--- config.mk ---
export PLATFORM = sky130hd
export DESIGN_NAME = decimator_ve
export DESIGN_NICKNAME = d
export VERILOG_FILES = /design/src/rtl/decimator_ve.sv
export SDC_FILE = /design/constraint.sdc
export NUM_CORES = 1
export LEC_CHECK = 0
export CAP_MARGIN = 5
export CORE_MARGIN = 5
export CORE_UTILIZATION = 52
export CTS_BUF_LIST = sky130_fd_sc_hd__clkbuf_8
export DETAILED_ROUTE_END_ITERATION = 16
export PLACE_DENSITY = 0.72
export SETUP_SLACK_MARGIN = 0.05
export SLEW_MARGIN = 30
export SYNTH_ARGS = -nofsm -noshare
export SYNTH_HDL_FRONTEND = slang
export SYNTH_SLANG_ARGS = --single-unit
--- constraint.sdc ---
create_clock -name clk_i -period 12.3 [get_ports clk_i]
set_input_delay 3.69 -clock clk_i [delete_from_list [all_inputs] [get_ports clk_i]]
set_output_delay 3.69 -clock clk_i [all_outputs]
set_load 0.02 [all_outputs]
--- src/rtl/decimator_ve.sv ---
`default_nettype none
// ============================================================================
// Module      : decimator_ve
// Description : Block-average decimator by N = 2^L. The optional rounding and
//               saturation path is enabled with macro DECIMATOR_VE_ROUND_EN.
// Revision    : 1.0 - initial release
// ============================================================================
module decimator_ve #(
    parameter int WIDTH    = 16,
    parameter int MAX_LOG2 = 10
) (
    input  logic             clk_i,
    input  logic             rst_i,
    input  logic [WIDTH-1:0] data_i,
    input  logic             en_i,
    input  logic [3:0]       log2_dec_i,
    output logic [WIDTH-1:0] out_o,
    output logic             valid_o
);

    localparam int c_acc_w = WIDTH + MAX_LOG2 + 1;
    localparam int c_cnt_w = MAX_LOG2 + 1;
    localparam logic [3:0]         c_max_l   = 4'(MAX_LOG2);
    localparam logic [c_cnt_w-1:0] c_cnt_one = c_cnt_w'(1);

    typedef enum logic [0:0] {
        S_IDLE = 1'b0,
        S_ACC  = 1'b1
    } state_t;

    state_t                     r_state, w_state_nx;
    logic signed [c_acc_w-1:0]  r_acc, w_acc_nx, w_sum;
    logic        [c_cnt_w-1:0]  r_cnt, w_cnt_nx, w_last;
    logic        [3:0]          r_l, w_l_eff;
    logic        [WIDTH-1:0]    r_out, w_out_nx, w_result;
    logic                       r_valid, w_valid_nx;

    assign w_l_eff = (log2_dec_i > c_max_l) ? c_max_l : log2_dec_i;
    assign w_last  = (c_cnt_one << r_l) - c_cnt_one;
    assign w_sum   = r_acc + $signed({{(c_acc_w-WIDTH){data_i[WIDTH-1]}}, data_i});

`ifdef DECIMATOR_VE_ROUND_EN
    // One extra bit keeps the half-LSB addition from wrapping before the shift.
    localparam logic [c_acc_w:0] c_rnd_one = (c_acc_w+1)'(1);
    localparam logic signed [c_acc_w:0] c_pos_lim =
        $signed({{(c_acc_w-WIDTH+2){1'b0}}, {(WIDTH-1){1'b1}}});
    localparam logic signed [c_acc_w:0] c_neg_lim =
        $signed({{(c_acc_w-WIDTH+2){1'b1}}, {(WIDTH-1){1'b0}}});

    logic signed [c_acc_w:0] w_half, w_rnd_sum, w_rnd_shr;

    assign w_half    = (r_l == 4'd0) ? '0 : $signed(c_rnd_one << (r_l - 4'd1));
    assign w_rnd_sum = $signed({w_sum[c_acc_w-1], w_sum}) + w_half;
    assign w_rnd_shr = w_rnd_sum >>> r_l;

    always_comb begin
        w_result = w_rnd_shr[WIDTH-1:0];
        if (w_rnd_shr > c_pos_lim) begin
            w_result = c_pos_lim[WIDTH-1:0];
        end else if (w_rnd_shr < c_neg_lim) begin
            w_result = c_neg_lim[WIDTH-1:0];
        end
    end
`else
    assign w_result = WIDTH'(w_sum >>> r_l);
`endif

    always_comb begin
        w_state_nx = r_state;
        w_acc_nx   = r_acc;
        w_cnt_nx   = r_cnt;
        w_out_nx   = r_out;
        w_valid_nx = 1'b0;
        if (w_l_eff != r_l) begin
            // Ratio change: drop the partial block and the sample on this edge.
            w_state_nx = S_IDLE;
            w_acc_nx   = '0;
            w_cnt_nx   = '0;
        end else if (en_i) begin
            if (r_cnt == w_last) begin
                w_state_nx = S_IDLE;
                w_acc_nx   = '0;
                w_cnt_nx   = '0;
                w_out_nx   = w_result;
                w_valid_nx = 1'b1;
            end else begin
                w_state_nx = S_ACC;
                w_acc_nx   = w_sum;
                w_cnt_nx   = r_cnt + c_cnt_one;
            end
        end
    end

    always_ff @(posedge clk_i) begin
        if (rst_i) begin
            r_state <= S_IDLE;
            r_acc   <= '0;
            r_cnt   <= '0;
            r_out   <= '0;
            r_valid <= 1'b0;
        end else begin
            r_state <= w_state_nx;
            r_acc   <= w_acc_nx;
            r_cnt   <= w_cnt_nx;
            r_out   <= w_out_nx;
            r_valid <= w_valid_nx;
        end
        r_l <= w_l_eff;
    end

    assign out_o   = r_out;
    assign valid_o = r_valid;

endmodule
`default_nettype wire
==> impl_metrics.env <==
export IMPL_outcome="complete, no violations"
export IMPL_gr_total_overflow=0
export IMPL_clkTransAtPathRegs_ns=0.08
export IMPL_syn_inst=743
export IMPL_worstHoldPathType="reg -> reg"
export IMPL_slew_violations=0
export IMPL_synth_area_top_cells="dfxtp_1 21%, a21oi_1 6.4%, ha_1 6.1%"
export IMPL_fin_tns_setup_ns=0
export IMPL_grt_use_total_pct=26.62
export IMPL_ios=40
export IMPL_end_kind="flip-flop"
export IMPL_synth_seq_cells=59
export IMPL_synth_main_ff_cell="dfxtp_1"
export IMPL_nFillCells=1000
export IMPL_grt_pass1_vias=5627
export IMPL_post_place_ws_ns=4.928
export IMPL_yosys_top_cells_count="74 x a21oi_1, 66 x nand2_1, 59 x dfxtp_1"
export IMPL_rsz0062_at_grt="no"
export IMPL_num_vias=5817
export IMPL_worstPathRequired_ns=12.56
export IMPL_fin_crit_ns=7.013
export IMPL_cts_tree="yes"
export IMPL_syn_avg_cell_area_um2=7.751
export IMPL_dp_hpwl_mm=12.71
export IMPL_syn_cell_area_um2=5759
export IMPL_finalSetupViolCount=0
export IMPL_yosysTopAreaCellShare_pct=20.51
export IMPL_cp_data_arrival_time_ns=7.28
export IMPL_gp_congestion=0.8884
export IMPL_core_um2=10840
export IMPL_drtIter0Drc=590
export IMPL_setup_worst_path_start_class="input pin"
export IMPL_nets=798
export IMPL_fin_skew_ns=0.01030
export IMPL_port_buffers=39
export IMPL_setup_slack_ns=5.287
export IMPL_rows=38
export IMPL_path_class="in -> reg"
export IMPL_power_density_nw_per_um2=88.89
export IMPL_first_pass_iters=6
export IMPL_cp_num_buf_inv=1
export IMPL_async_flop_share_pct=0
export IMPL_synth_most_common_cell="a21oi_1"
export IMPL_worstMarginPinSlew_ns=0.8792
export IMPL_ys_warn_count=0
export IMPL_cts_buffers=9
export IMPL_regToRegSetupSlack_ns=8.23
export IMPL_crit_chain="clkdlybuf4s50_1 > ha_1 > a21o_1 > a211oi_2 > a21boi_0 > o211a_1 > o21ai_0 > a41oi_2 > a21oi_2 > mux2_4 > o311a_1"
export IMPL_vias_per_cell=6.529
export IMPL_die_area_um2=13280
export IMPL_hold_viol_final=0
export IMPL_drive_above_1_share_pct=10.39
export IMPL_p_leak_nw=2.477
export IMPL_regArea_um2=1181
export IMPL_ant_nets=0
export IMPL_diodes=0
export IMPL_yosysUniqueCellTypes=95
export IMPL_cts_setup_buffers=0
export IMPL_critPathMaxStageDelay_ns=0.70
export IMPL_synth_seq_area_share_pct=20.51
export IMPL_crit_fanout=18
export IMPL_htree_levels=3
export IMPL_synth_edf_count=0
export IMPL_yosysTopAreaCell="dfxtp_1"
export IMPL_cts_buffer_depth=2
export IMPL_die_x_um=115.2
export IMPL_multiInputGateArea_um2=4285
export IMPL_grt_pass1_wl_mm=28.39
export IMPL_hold_end="r_acc[7]"
export IMPL_worstHoldPathCells=2
export IMPL_critical_path_top_delay_family="compound AO/OA/AOI/OAI gates"
export IMPL_wl_per_cell_um=19.60
export IMPL_area_growth_pct=11.08
export IMPL_reg2reg_from="r_l[1]"
export IMPL_clk_latency_ns=0.38
export IMPL_ctsResizeCount=0
export IMPL_period_share_pct=57.02
export IMPL_cts_root_buf="clkbuf_8"
export IMPL_min_from="r_acc[7]"
export IMPL_drc=0
export IMPL_routed_wirelength_mm=17.47
export IMPL_irDropWorstVdd_uv=72.23
export IMPL_relSlewSlack_pct=41.02
export IMPL_antenna_found_initial=0
export IMPL_cts_hold_buf=0
export IMPL_grt_max_degree=40
export IMPL_reg2regPathDepth=13
export IMPL_synth_fp_nets=795
export IMPL_clock_sinks=59
export IMPL_clock_fmax_mhz=142.6
export IMPL_max_cap_violations=0
export IMPL_fp_dieH_um=115.2
export IMPL_rr_endpoint="out_o[15]"
export IMPL_critPathSlowestCell="clkdlybuf4s50_1"
export IMPL_start_util_pct=53.13
[power breakdown]
part | internal [mW] | switching (mW)
Combinational | 0.0524 | 0.0848
Clock | 0.141 | 0.0971
Sequential | 0.193 | 0.00101
[worst reg2reg max path, stage by stage, from the launching register on]
cell,delay (ns)
dfxtp_1,0.30
buf_4,0.24
nor2_1,0.47
nand3b_1,0.14
ha_1,0.36
or4bb_1,0.54
a21oi_1,0.18
o21a_1,0.17
o2111ai_1,0.17
nor4b_2,0.35
nand3_2,0.28
nor2_1,0.41
o221ai_1,0.17
o311a_1,0.17
[worst max path at each step]
| stage | cells after the start | from | slack (ns) | end |
|---|---|---|---|---|
| after floorplan | 12 | data_i[0] | 5.91 | out_o[15] |
| after global placement | 11 | data_i[15] | 4.98 | out_o[15] |
| after detailed placement | 11 | data_i[15] | 4.93 | out_o[15] |
| after CTS | 11 | data_i[15] | 5.32 | out_o[15] |
| after global routing | 11 | data_i[15] | 4.98 | out_o[15] |
| final | 11 | data_i[15] | 5.29 | out_o[15] |
[sequential cells by signal, summed over array words and instances (netlist names)]
signal   count
out_o       16
r_l          4
r_acc       27
r_cnt       11
valid_o      1
[final cells by class]
type,instances,area share (%)
multi-input combinational,614,66.99
sequential,59,18.46
timing repair buffer,47,7.041
tap,140,2.738
clock buffer,10,2.151
clock inverter,6,1.741
inverter,15,0.8801
[routing by layer]
layer	share of wire [%]	GRT usage (%)
met5	0	0
met4	2.9	10.33
met3	6.0	5.211
met2	48	43.67
met1	43	34.48
[layout by cell type, fill, tap and decap left out, drive strengths merged, types with 7 or more instances in the layout]
master	instances
and3	10
a31oi	11
clkbuf	10
nand3	42
dfxtp	59
buf	8
inv	15
o21a	8
a21o	24
nand4	16
clkdlybuf4s50	39
nand2	66
o21ai	32
a21oi	77
nand2b	7
o211ai	12
mux2i	21
xor2	21
xnor2	19
or3	10
ha	28
nor2	57
a211oi	17
and2	9
nor3	21
[cell families (layout without fill, tap and decap cells)]
| logic type | after synthesis | count (layout) | synth area share, % |
|---|---|---|---|
| AND/OR/NAND/NOR | 272 | 272 | 24.90 |
| AO/OA/AOI/OAI | 240 | 240 | 29.42 |
| buffers and inverters | 70 | 78 | 5.105 |
| flip-flops | 59 | 59 | 20.51 |
| XOR/XNOR | 40 | 40 | 6.344 |
| multiplexers | 33 | 33 | 7.299 |
| adder cells (fa/ha/maj) | 29 | 29 | 6.431 |
[per-stage QoR]
stage | hold slack (ns) | power [mW] | util, % | cells | area [um2]
2_1_floorplan | 0.4356 | 0.2978 | - | 743 | 5759
3_3_place_gp | 0.4439 | 0.3306 | 56.71 | 875 | 6147
3_5_place_dp | 0.4567 | 0.3322 | 56.72 | 875 | 6148
4_1_cts | 0.4673 | 0.5686 | 59.01 | 891 | 6397
5_1_grt | 0.4863 | 0.5934 | 59.01 | 891 | 6397
6_report | 0.4694 | 0.5686 | 59.01 | 891 | 6397
(Power assumes the default switching activity.)
